**src/rtl/vp_pkg.sv**
```systemverilog
// Shared definitions for the video-processing chain: data widths, RGB565
// field positions, the two RGB->YCbCr coefficient sets and small helpers.
package vp_pkg;

    localparam int PIX_W = 8;
    localparam int CNT_W = 11;

    // RGB565 field positions inside a 16-bit pixel
    localparam int R_MSB = 15;
    localparam int R_LSB = 11;
    localparam int G_MSB = 10;
    localparam int G_LSB = 5;
    localparam int B_MSB = 4;
    localparam int B_LSB = 0;

    // Coefficient magnitudes in row order Y(R,G,B), Cb(R,G,B), Cr(R,G,B);
    // signs are the same for both sets and live in COEF_NEG.
    typedef struct packed {
        logic [0:8][7:0] k;
        logic [17:0]     y_pre;   // offset added before the >>8
        logic [17:0]     c_pre;
        logic [7:0]      y_post;  // offset added after the >>8
        logic [7:0]      c_post;
        logic [7:0]      y_min;
        logic [7:0]      y_max;
        logic [7:0]      c_min;
        logic [7:0]      c_max;
    } coef_set_t;

    localparam logic [0:8] COEF_NEG = 9'b000_110_011;

    localparam coef_set_t COEF_FULL = '{
        k:      {8'd77, 8'd150, 8'd29, 8'd43, 8'd85, 8'd128, 8'd128, 8'd107, 8'd21},
        y_pre:  18'd0,
        c_pre:  18'd32768,
        y_post: 8'd0,
        c_post: 8'd0,
        y_min:  8'd0,
        y_max:  8'd255,
        c_min:  8'd0,
        c_max:  8'd255
    };

    localparam coef_set_t COEF_LIMITED = '{
        k:      {8'd66, 8'd129, 8'd25, 8'd38, 8'd74, 8'd112, 8'd112, 8'd94, 8'd18},
        y_pre:  18'd128,
        c_pre:  18'd128,
        y_post: 8'd16,
        c_post: 8'd128,
        y_min:  8'd16,
        y_max:  8'd235,
        c_min:  8'd16,
        c_max:  8'd240
    };

    // Apply the sign of one product term in the 18-bit signed sum domain
    function automatic logic signed [17:0] signed_term(logic [15:0] p, logic neg);
        logic signed [17:0] t;
        t = $signed({2'b00, p});
        return neg ? -t : t;
    endfunction

    // Arithmetic >>8, add the post offset, clamp into [lo,hi]
    function automatic logic [7:0] clamp_pix(logic [17:0] sum, logic [7:0] post,
                                             logic [7:0] lo, logic [7:0] hi);
        logic signed [17:0] sh;
        logic signed [17:0] v;
        logic [7:0]         res;
        sh = $signed(sum) >>> 8;
        v  = sh + $signed({10'd0, post});
        if (v < $signed({10'd0, lo}))
            res = lo;
        else if (v > $signed({10'd0, hi}))
            res = hi;
        else
            res = v[7:0];
        return res;
    endfunction

    // Counter increment that sticks at all-ones instead of wrapping
    function automatic logic [CNT_W-1:0] sat_inc(logic [CNT_W-1:0] v);
        return (&v) ? v : v + 1'b1;
    endfunction

endpackage

```
**src/rtl/rgb565_ycbcr_if.sv**
```systemverilog
// Pixel stream bundle: camera-side RGB565 input and YCbCr output with
// frame timing, position tags and the per-frame error flag.
interface rgb565_ycbcr_if;
    import vp_pkg::*;

    logic             per_frame_vsync;
    logic             per_frame_href;
    logic             per_frame_clken;
    logic [15:0]      per_rgb;

    logic             post_frame_vsync;
    logic             post_frame_href;
    logic             post_frame_clken;
    logic [PIX_W-1:0] post_y;
    logic [PIX_W-1:0] post_cb;
    logic [PIX_W-1:0] post_cr;
    logic [CNT_W-1:0] post_hcnt;
    logic [CNT_W-1:0] post_vcnt;
    logic             frame_err;

    // Source side (camera / bench)
    modport master (
        output per_frame_vsync, per_frame_href, per_frame_clken, per_rgb,
        input  post_frame_vsync, post_frame_href, post_frame_clken,
               post_y, post_cb, post_cr, post_hcnt, post_vcnt, frame_err
    );

    // Converter side
    modport slave (
        input  per_frame_vsync, per_frame_href, per_frame_clken, per_rgb,
        output post_frame_vsync, post_frame_href, post_frame_clken,
               post_y, post_cb, post_cr, post_hcnt, post_vcnt, frame_err
    );

endinterface

```
**src/rtl/vp_sync_delay.sv**
```systemverilog
// Fixed-depth shift register for frame timing and position tags, so they
// stay aligned with a DEPTH-stage data pipeline.
module vp_sync_delay #(
    parameter int DEPTH = 3,
    parameter int W     = 1
) (
    input  logic         clk,
    input  logic         rst,
    input  logic [W-1:0] din,
    output logic [W-1:0] dout
);

    logic [W-1:0] stage_reg [DEPTH];

    // Shift every clock; reset flushes all stages so nothing in flight survives
    always_ff @(posedge clk) begin
        if (rst) begin
            for (int i = 0; i < DEPTH; i++)
                stage_reg[i] <= '0;
        end else begin
            stage_reg[0] <= din;
            for (int i = 1; i < DEPTH; i++)
                stage_reg[i] <= stage_reg[i-1];
        end
    end

    assign dout = stage_reg[DEPTH-1];

endmodule

```
**src/rtl/rgb565_ycbcr.sv**
```systemverilog
// RGB565 -> YCbCr 8-bit converter, 3-clock free-running pipeline, with
// input-side pixel/line counters and a sticky malformed-frame flag.
// Build option: define YCBCR_LIMITED_RANGE_EN for BT.601 studio swing;
// full-range conversion otherwise.
module rgb565_ycbcr
    import vp_pkg::*;
#(
    parameter logic [CNT_W-1:0] IMG_HDISP = 11'd1280,
    parameter logic [CNT_W-1:0] IMG_VDISP = 11'd720
) (
    input  logic          clk,
    input  logic          rst,
    rgb565_ycbcr_if.slave vif
);

`ifdef YCBCR_LIMITED_RANGE_EN
    localparam coef_set_t COEF = COEF_LIMITED;
`else
    localparam coef_set_t COEF = COEF_FULL;
`endif

    localparam int TAG_W = 4 + 2 * CNT_W;

    // ---------------- colour datapath ----------------
    logic [4:0]         r5, b5;
    logic [5:0]         g6;
    logic [7:0]         chan [3];
    logic [15:0]        prod_next [9];
    logic [15:0]        prod_reg  [9];
    logic signed [17:0] sum_next  [3];
    logic signed [17:0] sum_reg   [3];
    logic [7:0]         pix_next  [3];
    logic [7:0]         pix_reg   [3];

    assign r5 = vif.per_rgb[R_MSB:R_LSB];
    assign g6 = vif.per_rgb[G_MSB:G_LSB];
    assign b5 = vif.per_rgb[B_MSB:B_LSB];

    // Replicate the top bits so full-scale 5/6-bit codes map to 255
    assign chan[0] = {r5, r5[4:2]};
    assign chan[1] = {g6, g6[5:4]};
    assign chan[2] = {b5, b5[4:2]};

    genvar gi;
    generate
        for (gi = 0; gi < 9; gi++) begin : g_mul
            assign prod_next[gi] = 16'(COEF.k[gi]) * 16'(chan[gi % 3]);
        end
        for (gi = 0; gi < 3; gi++) begin : g_chan
            localparam logic [17:0] PRE  = (gi == 0) ? COEF.y_pre  : COEF.c_pre;
            localparam logic [7:0]  POST = (gi == 0) ? COEF.y_post : COEF.c_post;
            localparam logic [7:0]  LO   = (gi == 0) ? COEF.y_min  : COEF.c_min;
            localparam logic [7:0]  HI   = (gi == 0) ? COEF.y_max  : COEF.c_max;
            assign sum_next[gi] = $signed(PRE)
                                + signed_term(prod_reg[3*gi],   COEF_NEG[3*gi])
                                + signed_term(prod_reg[3*gi+1], COEF_NEG[3*gi+1])
                                + signed_term(prod_reg[3*gi+2], COEF_NEG[3*gi+2]);
            assign pix_next[gi] = clamp_pix(sum_reg[gi], POST, LO, HI);
        end
    endgenerate

    // Three pipeline stages: products, signed sums, shifted/clamped pixels
    always_ff @(posedge clk) begin
        if (rst) begin
            for (int i = 0; i < 9; i++)
                prod_reg[i] <= '0;
            for (int i = 0; i < 3; i++) begin
                sum_reg[i] <= '0;
                pix_reg[i] <= (i == 0) ? 8'd0 : 8'd128;
            end
        end else begin
            for (int i = 0; i < 9; i++)
                prod_reg[i] <= prod_next[i];
            for (int i = 0; i < 3; i++) begin
                sum_reg[i] <= sum_next[i];
                pix_reg[i] <= pix_next[i];
            end
        end
    end

    // ---------------- timing, counters, error ----------------
    // The armed flags make edge detection wait until the sync has been seen
    // low after reset, so a reset mid-line or mid-frame cannot fake an edge.
    logic             href_prev_reg, vsync_prev_reg;
    logic             href_armed_reg, vsync_armed_reg;
    logic             seen_vsync_reg;
    logic [CNT_W-1:0] hcnt_reg, hcnt_next;
    logic [CNT_W-1:0] vcnt_reg, vcnt_next;
    logic [CNT_W-1:0] lines_seen;
    logic [CNT_W-1:0] hcnt_tag, vcnt_tag;
    logic             err_reg, err_next, err_set;
    logic             href_rise, href_fall, vsync_rise;
    logic [TAG_W-1:0] tag_in, tag_out;

    assign href_rise  =  vif.per_frame_href  & ~href_prev_reg  & href_armed_reg;
    assign href_fall  = ~vif.per_frame_href  &  href_prev_reg  & href_armed_reg;
    assign vsync_rise =  vif.per_frame_vsync & ~vsync_prev_reg & vsync_armed_reg;

    // Next counter/error state and the position tag of the current input pixel
    always_comb begin
        hcnt_next = hcnt_reg;
        if (href_rise)
            hcnt_next = vif.per_frame_clken ? CNT_W'(1) : '0;
        else if (vif.per_frame_href && vif.per_frame_clken && href_armed_reg)
            hcnt_next = sat_inc(hcnt_reg);

        lines_seen = href_fall ? sat_inc(vcnt_reg) : vcnt_reg;
        vcnt_next  = vsync_rise ? '0 : lines_seen;

        hcnt_tag = href_rise  ? '0 : hcnt_reg;
        vcnt_tag = vsync_rise ? '0 : vcnt_reg;

        err_set  = (href_fall && (hcnt_reg != IMG_HDISP))
                 || (vsync_rise && seen_vsync_reg
                     && (lines_seen != IMG_VDISP) && (lines_seen != '0));
        err_next = err_set | (err_reg & ~vsync_rise);
    end

    // Input-side counter and edge-detect state
    always_ff @(posedge clk) begin
        if (rst) begin
            href_prev_reg   <= 1'b0;
            vsync_prev_reg  <= 1'b0;
            href_armed_reg  <= 1'b0;
            vsync_armed_reg <= 1'b0;
            seen_vsync_reg  <= 1'b0;
            hcnt_reg        <= '0;
            vcnt_reg        <= '0;
            err_reg         <= 1'b0;
        end else begin
            href_prev_reg   <= vif.per_frame_href;
            vsync_prev_reg  <= vif.per_frame_vsync;
            href_armed_reg  <= href_armed_reg  | ~vif.per_frame_href;
            vsync_armed_reg <= vsync_armed_reg | ~vif.per_frame_vsync;
            seen_vsync_reg  <= seen_vsync_reg  | vsync_rise;
            hcnt_reg        <= hcnt_next;
            vcnt_reg        <= vcnt_next;
            err_reg         <= err_next;
        end
    end

    // err_next enters the delay line so the flag lands with the event's syncs
    assign tag_in = {vif.per_frame_vsync, vif.per_frame_href, vif.per_frame_clken,
                     err_next, hcnt_tag, vcnt_tag};

    vp_sync_delay #(
        .DEPTH (3),
        .W     (TAG_W)
    ) u_sync_delay (
        .clk  (clk),
        .rst  (rst),
        .din  (tag_in),
        .dout (tag_out)
    );

    assign {vif.post_frame_vsync, vif.post_frame_href, vif.post_frame_clken,
            vif.frame_err, vif.post_hcnt, vif.post_vcnt} = tag_out;

    assign vif.post_y  = pix_reg[0];
    assign vif.post_cb = pix_reg[1];
    assign vif.post_cr = pix_reg[2];

endmodule

```
**src/flat_wrapper.sv**
```systemverilog
// flat-port wrapper written by rule: the top's interface ports become plain ports
module rgb565_ycbcr_flat import vp_pkg::*;
#(
    parameter logic [CNT_W-1:0] IMG_HDISP = 11'd1280,
    parameter logic [CNT_W-1:0] IMG_VDISP = 11'd720
)
  (clk, rst, vif_per_frame_vsync, vif_per_frame_href, vif_per_frame_clken, vif_per_rgb, vif_post_frame_vsync, vif_post_frame_href, vif_post_frame_clken, vif_post_y, vif_post_cb, vif_post_cr, vif_post_hcnt, vif_post_vcnt, vif_frame_err);
  rgb565_ycbcr_if vif_i ();
  input  logic clk;
  input  logic rst;
  input wire logic [$bits(vif_i.per_frame_vsync)-1:0] vif_per_frame_vsync;
  input wire logic [$bits(vif_i.per_frame_href)-1:0] vif_per_frame_href;
  input wire logic [$bits(vif_i.per_frame_clken)-1:0] vif_per_frame_clken;
  input wire logic [$bits(vif_i.per_rgb)-1:0] vif_per_rgb;
  output wire logic [$bits(vif_i.post_frame_vsync)-1:0] vif_post_frame_vsync;
  output wire logic [$bits(vif_i.post_frame_href)-1:0] vif_post_frame_href;
  output wire logic [$bits(vif_i.post_frame_clken)-1:0] vif_post_frame_clken;
  output wire logic [$bits(vif_i.post_y)-1:0] vif_post_y;
  output wire logic [$bits(vif_i.post_cb)-1:0] vif_post_cb;
  output wire logic [$bits(vif_i.post_cr)-1:0] vif_post_cr;
  output wire logic [$bits(vif_i.post_hcnt)-1:0] vif_post_hcnt;
  output wire logic [$bits(vif_i.post_vcnt)-1:0] vif_post_vcnt;
  output wire logic [$bits(vif_i.frame_err)-1:0] vif_frame_err;
  assign vif_i.per_frame_vsync = vif_per_frame_vsync;
  assign vif_i.per_frame_href = vif_per_frame_href;
  assign vif_i.per_frame_clken = vif_per_frame_clken;
  assign vif_i.per_rgb = vif_per_rgb;
  assign vif_post_frame_vsync = vif_i.post_frame_vsync;
  assign vif_post_frame_href = vif_i.post_frame_href;
  assign vif_post_frame_clken = vif_i.post_frame_clken;
  assign vif_post_y = vif_i.post_y;
  assign vif_post_cb = vif_i.post_cb;
  assign vif_post_cr = vif_i.post_cr;
  assign vif_post_hcnt = vif_i.post_hcnt;
  assign vif_post_vcnt = vif_i.post_vcnt;
  assign vif_frame_err = vif_i.frame_err;
  rgb565_ycbcr #(.IMG_HDISP(IMG_HDISP), .IMG_VDISP(IMG_VDISP)) u_core (.clk(clk), .rst(rst), .vif(vif_i));
endmodule
```
**config.mk**
```make
export PLATFORM = sky130hd
export DESIGN_NAME = rgb565_ycbcr_flat
export DESIGN_NICKNAME = d
export VERILOG_FILES = /design/src/rtl/vp_pkg.sv /design/src/rtl/rgb565_ycbcr_if.sv /design/src/rtl/vp_sync_delay.sv /design/src/rtl/rgb565_ycbcr.sv /design/src/flat_wrapper.sv
export SDC_FILE = /design/constraint.sdc
export NUM_CORES = 1
export LEC_CHECK = 0
export BUFFER_PORTS_ARGS = -buffer_cell sky130_fd_sc_hd__buf_2
export CORE_MARGIN = 2
export CORE_UTILIZATION = 45
export CTS_BUF_LIST = sky130_fd_sc_hd__clkbuf_4
export DETAILED_ROUTE_END_ITERATION = 16
export HOLD_SLACK_MARGIN = 0.05
export PLACE_DENSITY = 0.69
export REMOVE_ABC_BUFFERS = 1
export SLEW_MARGIN = 20
export SYNTH_ARGS = -nofsm -noshare
export SYNTH_HDL_FRONTEND = slang
export SYNTH_SLANG_ARGS = --single-unit
```
**constraint.sdc**
```tcl
create_clock -name clk -period 3.35 [get_ports clk]
set_input_delay 0.1675 -clock clk [delete_from_list [all_inputs] [get_ports clk]]
set_output_delay 0.1675 -clock clk [all_outputs]
set_load 0.1 [all_outputs]
```
==> flow_summary.json, run 1 <==
{
  "syn_area_um2": 15790,
  "status": "finished clean",
  "crit_path_start_kind": "flop",
  "hold_violations": 0,
  "synthCells": 1648,
  "synth-edff-count": 0,
  "synth_area_per_cell_um2": 9.579,
  "dp_hpwl_um": 25180,
  "p_per_area_nw_per_um2": 716.5,
  "io_pins": 71,
  "path_common_cell": "nand4_1",
  "dp_cells": 2240,
  "setup-tns-final_ns": 0,
  "slew_headroom_pct": 42.32,
  "yosys_register_bits": 253,
  "clock_path_buffers": 3,
  "yosys_warnings": 0,
  "cts.sinks": 253,
  "initial_core_util_pct": 45.70,
  "critPathKind": "reg -> reg",
  "grt_util_all_layers_pct": 18.29,
  "layout_min_cycle_time_ns": 3.293,
  "ir_drop_uv": 616.0,
  "synth_compound_area_share_pct": 11.11,
  "grt_setup_unrepaired": "yes",
  "worst_pin_slew_ns": 0.8652,
  "drt_iter0_markers": 459,
  "whs_ns": 0.1083,
  "grt_max_degree": 185,
  "leakage_nw": 9.212,
  "drc": 0,
  "die_area_um2": 36600,
  "maxCapViolCount": 0,
  "drive_gt1_share_pct": 19.13,
  "crit_path_end_kind": "flop",
  "via_per_inst": 4.931,
  "nets": 2231,
  "core_area_um2": 34540,
  "required_ns": 3.90,
  "routed-wl-met3_um": 1177,
  "largest_reg_flops": 96,
  "antenna_found_initial": 1,
  "crit_path_cell_trace": "ha_4 > a211oi_2 > nor2_1 > o21a_1 > nor2_2 > xnor2_1 > ha_1 > nand4_1 > a21oi_2 > o2111ai_2 > nand4b_1 > nand4_1 > a311o_1 > o32ai_2",
  "fin_skew_ns": 0.06327,
  "synth_area_leaders": "dfxtp_1 (32%), ha_1 (21%), fa_1 (8.9%)",
  "avgRoutedWirePerCell_um": 13.87,
  "io_buffers": 70,
  "synth_top_family_by_area": "adder cells",
  "rows": 68,
  "syn_to_final_growth_pct": 18.24,
  "cts_tree": "yes",
  "fp.dieH_um": 191.3,
  "yosysSeqAreaShare_pct": 32.08,
  "cts_root_buffer": "clkbuf_4",
  "final_cell_mix": "ha_1 (260), dfxtp_1 (251), inv_1 (223), nor2_1 (150), buf_4 (120)",
  "grt_pass1_vias": 11710,
  "fmax_mhz": 303.7,
  "drtPass1Iterations": 5,
  "cp_slowest_cell": "dfxtp_1",
  "cts.htree.levels": 3,
  "crit_path_max_fanout": 4,
  "yosys-mux-area-fraction_pct": 0.7292,
  "fin_ws_ns": 0.05707,
  "setup_viol_count_final": 0,
  "synthAdderAreaFrac_pct": 30.12,
  "fin_crit_sh_pct": 98.30,
  "stdcell_count": 2369,
  "slew_viol_final": 0,
  "synth-xor-area-share_pct": 4.660,
  "place_congestion": 0.8454,
  "final_common_cell": "ha_1",
  "drt-met1-wl_um": 15700,
  "place_worst_setup_slack_ns": -0.4225,
  "vias": 11680,
  "synth_top_cell_by_area": "dfxtp_1",
  "gr-total-overflow": 0,
  "grt_first_pass_wirelength_um": 54360,
  "yosysUniqueCellTypes": 77,
  "cts_made_buffers": 69,
  "synth-simple-area-share_pct": 14.08,
  "yosysTopAreaCellShare_pct": 32.08,
  "insertion_delay_ns": 0.69,
  "hold_path.class": "in -> reg",
  "ant_nets": 0,
  "wl_met2_um": 15400,
  "cpPeakStageDelay_ns": 0.41,
  "async_flop_share_pct": 0,
  "synth_ff_type": "dfxtp_1",
  "wl_um": 32860,
  "path_clk_slew_ns": 0.06,
  "top_layer": "met4",
  "die_x_um": 191.3,
  "cp.arrival_ns": 3.84
}
cell families (layout without fill, tap and decap cells):
logic type      after synthesis  count (layout)
simple gates                435             435
fa+ha+maj                   338             338
buf+inv                     280             545
flops                       253             253
compound gates              246             246
xor+xnor                     84              84
mux                          11              11
other cells                   1               2
critical path, delay by kind of cell (launching register included):
family,cells,cell delay (ns)
XOR/XNOR,1,0.08
AO/OA/AOI/OAI,6,1.42
flip-flops,1,0.41
AND/OR/NAND/NOR,5,0.72
adder cells (fa/ha/maj),2,0.57
cells in the mapped netlist (3+ instances only):
cell,number
a211o_1,3
nand2_1,42
o31a_1,6
o21a_1,39
nor2b_1,83
nor2_1,152
a311o_1,3
a21o_1,27
a31oi_1,6
fa_1,70
nor3_1,42
a21oi_1,67
o21bai_1,16
and3_1,28
o31ai_1,3
inv_1,225
dfxtp_1,253
nand3_1,18
a41oi_1,7
nor4_1,6
buf_4,22
mux2i_1,7
o211ai_1,4
a211oi_1,13
and4_1,5
and2_1,4
buf_1,4
clkbuf_1,27
or2_2,8
o21ai_0,16
nand2b_1,8
xor2_1,30
a2111o_1,4
nor3b_1,3
ha_1,268
xnor2_1,54
or3_1,10
o21ai_1,8
mux2_1,3
nand4_1,11
final timing paths:
path / endpoint / cells after the start / slack [ns] / startpoint
max reg2reg: u_core.sum_reg[0][16]$_SDFF_PP0_ / 14 / 0.06 / u_core.prod_reg[0][2]$_SDFF_PP0_
max: u_core.sum_reg[0][16]$_SDFF_PP0_ / 14 / 0.06 / u_core.prod_reg[0][2]$_SDFF_PP0_
min reg2reg: u_core.u_sync_delay.stage_reg[0][67]$_SDFF_PP0_ / 1 / 0.42 / u_core.u_sync_delay.stage_reg[0][41]$_SDFF_PP0_
min: u_core.prod_reg[0][65]$_SDFF_PP0_ / 4 / 0.11 / vif_per_rgb[10]
metrics by stage:
stage               utilization [%]  power (mW)  area, um2
floorplan                         -       8.534      15500
global placement              50.25       10.05      17360
detailed placement            50.25       10.23      17360
CTS                           53.30       13.19      18410
global route                  54.04       14.54      18670
finish                        54.04       13.37      18670
report_power, final:
group	total (mW)	switching (mW)	leakage [nW]	internal [mW]
combinational	6.86	3.79	6.62	3.07
clock	2.79	1.24	0.517	1.55
sequential	3.73	0.203	2.08	3.52
cell type report:
type / instances / area [um2]
antenna: 1 / 2.502
clock buffer: 97 / 728.2
clock inverter: 15 / 138.9
fill: 3166 / 15880
inverter: 226 / 848.3
multi-input combinational: 1115 / 9863
sequential: 253 / 5067
tap: 455 / 569.3
timing repair buffer: 207 / 1448
layer usage:
layer | track usage (%) | vias up
li1 | - | 5982
met1 | 24.19 | 5467
met2 | 30.21 | 183
met3 | 3.396 | 50
met4 | 5.680 | 0
met5 | 0 | -
repair_timing:
action                                 CTS  global route
hold buffers                            15             0
endpoints found under the hold margin   25             0
resized for setup                        6            43
setup endpoints to repair                4            22
setup buffers                            1             1
pin swaps                                7            25
(Power assumes the default switching activity.)
==> run 2: changes to the inputs <==
--- a/config.mk
+++ b/config.mk
@@ -5,7 +5,7 @@
 export SDC_FILE = /design/constraint.sdc
 export NUM_CORES = 1
 export LEC_CHECK = 0
-export BUFFER_PORTS_ARGS = -buffer_cell sky130_fd_sc_hd__buf_2
+export BUFFER_PORTS_ARGS = -buffer_cell sky130_fd_sc_hd__buf_4
 export CORE_MARGIN = 2
 export CORE_UTILIZATION = 45
 export CTS_BUF_LIST = sky130_fd_sc_hd__clkbuf_4
==> constraint.sdc (replaced) <==
create_clock -name clk -period 2.9 [get_ports clk]
set_input_delay 0.145 -clock clk [delete_from_list [all_inputs] [get_ports clk]]
set_output_delay 0.145 -clock clk [all_outputs]
set_load 0.1 [all_outputs]
==> flow_summary.json, run 2 (synthesized netlist as in run 1, its figures left out) <==
{
  "status": "finished, violations left",
  "violations": "negative setup slack",
  "hold_path.class": "in -> reg",
  "worst_pin_slew_ns": 0.6255,
  "grt_setup_unrepaired": "yes",
  "p_comb_share_pct": 53.6,
  "place_worst_setup_slack_ns": -0.7487,
  "cts_tree": "yes",
  "wl_um": 33950,
  "fp.dieH_um": 191.3,
  "syn_to_final_growth_pct": 24.24,
  "antenna_found_initial": 1,
  "vias": 12080,
  "fin_crit_sh_pct": 109.3,
  "grt_first_pass_wirelength_um": 56550,
  "io_buffers": 70,
  "power.internal_mw": 9.959,
  "switchingPower_mw": 6.212,
  "fillers": 3062,
  "cts.htree.levels": 3,
  "cts_made_buffers": 68,
  "grt_pass1_vias": 12280,
  "drt_iter0_markers": 517,
  "cts.sinks": 253,
  "ir_drop_uv": 589.0,
  "crit_path_end_kind": "flop",
  "leakage_nw": 9.700,
  "nets": 2326,
  "slew_headroom_pct": 58.30,
  "final_common_cell": "buf_4",
  "ant_nets": 0,
  "p_seq_share_pct": 26.6,
  "cts_root_buffer": "clkbuf_4",
  "avgRoutedWirePerCell_um": 13.78,
  "switching_share_pct": 38.41,
  "insertion_delay_ns": 0.68,
  "required_ns": 3.40,
  "p_per_area_nw_per_um2": 824.5,
  "grt_max_degree": 103,
  "clock_path_buffers": 3,
  "gr-total-overflow": 0,
  "rows": 68,
  "critPathKind": "reg -> reg",
  "dp_hpwl_um": 26300,
  "io_pins": 71,
  "drc": 0,
  "slew_viol_final": 0,
  "cp.arrival_ns": 3.67,
  "placed_area_um2": 18180,
  "hold_violations": 0,
  "fmax_mhz": 315.3,
  "core_area_um2": 34540,
  "largest_reg_flops": 96,
  "crit_path_max_fanout": 4,
  "stdcell_area_um2": 19610,
  "drtPass1Iterations": 5,
  "crit_path_start_kind": "flop",
  "setup_viol_count_final": 7,
  "die_x_um": 191.3,
  "place_congestion": 0.8697,
  "pwr-share-clk_pct": 19.8,
  "initial_core_util_pct": 45.70,
  "drive_gt1_share_pct": 22.71,
  "die_area_um2": 36600,
  "layout_min_cycle_time_ns": 3.171,
  "via_per_inst": 4.903,
  "maxCapViolCount": 0,
  "path_clk_slew_ns": 0.05,
  "grt_util_all_layers_pct": 19.01,
  "fin_ws_ns": -0.2711,
  "fin_skew_ns": 0.04145,
  "final_cell_mix": "buf_4 (276), ha_1 (259), dfxtp_1 (249), inv_1 (221), nor2_1 (149)"
}
==> run 2: worst max-delay path, cell delays in order (launching register included) <==
cell,delay (ns)
dfxtp_4,0.35
buf_4,0.14
inv_2,0.05
fa_2,0.22
nor2b_4,0.05
o31a_4,0.29
or3_4,0.35
a31oi_4,0.14
xnor2_1,0.11
ha_1,0.36
o2111ai_2,0.10
nand4b_1,0.16
buf_4,0.18
a221oi_4,0.27
o21a_1,0.18
nor3_1,0.05
==> run 2: layer usage <==
metal	vias up	GRT usage (%)	share of wire [%]
met1	5683	24.25	47
met2	169	32.46	48
met3	41	3.396	3.3
met5	-	0	0
met4	0	6.154	1.7
li1	6188	-	-
==> run 2: area by class of cell <==
| cell class | count | area (um2) | area share (%) |
|---|---|---|---|
| diodes | 1 | 2.502 | 0.01276 |
| clock buffers | 90 | 675.6 | 3.445 |
| multi-input cells | 1115 | 9888 | 50.41 |
| clock inverters | 21 | 187.7 | 0.9569 |
| repair buffers | 303 | 2370 | 12.08 |
| well taps | 455 | 569.3 | 2.903 |
| flip-flops and latches | 253 | 5072 | 25.86 |
| inverters | 226 | 848.3 | 4.325 |
==> run 2: through the flow <==
stage	total power, mW	TNS [ns]	instances	util [%]	hold slack, ns
after floorplan	9.858	-5.668	1594	-	0.2117
after global placement	12.18	-18.84	2327	52.64	0.3396
after detailed placement	12.39	-20.98	2327	52.64	0.3497
after CTS	16.04	-1.192	2460	56.18	0.06589
after global routing	17.56	-2.735	2464	56.78	0.06112
final	16.17	-1.551	2464	56.78	0.09500
==> run 2: power groups by stage <==
stage | clock network (mW) | registers (mW) | logic (mW)
finish | 3.20 | 4.30 | 8.67
global route | 3.54 | 4.34 | 9.67
CTS | 3.32 | 4.30 | 8.42
detailed placement | 0 | 4.37 | 8.02
global placement | 0 | 4.36 | 7.81
floorplan | 0 | 4.77 | 5.09
==> run 2: timing repair <==
item                       4_1_cts  5_1_grt
gates resized for setup         29       35
setup endpoints to repair        9       20
pin swaps                       26       15
hold buffers                    19        0
setup buffers                    3        3
hold endpoints to repair       113        0
==> run 2: final timing paths <==
kind                                                                       from                                              end  slack, ns  cells after the start
worst max register to register               u_core.prod_reg[0][113]$_SDFF_PP0_                 u_core.sum_reg[0][13]$_SDFF_PP0_      -0.27                     15
worst max-delay path                         u_core.prod_reg[0][113]$_SDFF_PP0_                 u_core.sum_reg[0][13]$_SDFF_PP0_      -0.27                     15
worst min-delay path                                            vif_per_rgb[10]                u_core.prod_reg[0][65]$_SDFF_PP0_        0.1                      4
worst min register to register  u_core.u_sync_delay.stage_reg[0][41]$_SDFF_PP0_  u_core.u_sync_delay.stage_reg[0][67]$_SDFF_PP0_       0.42                      1
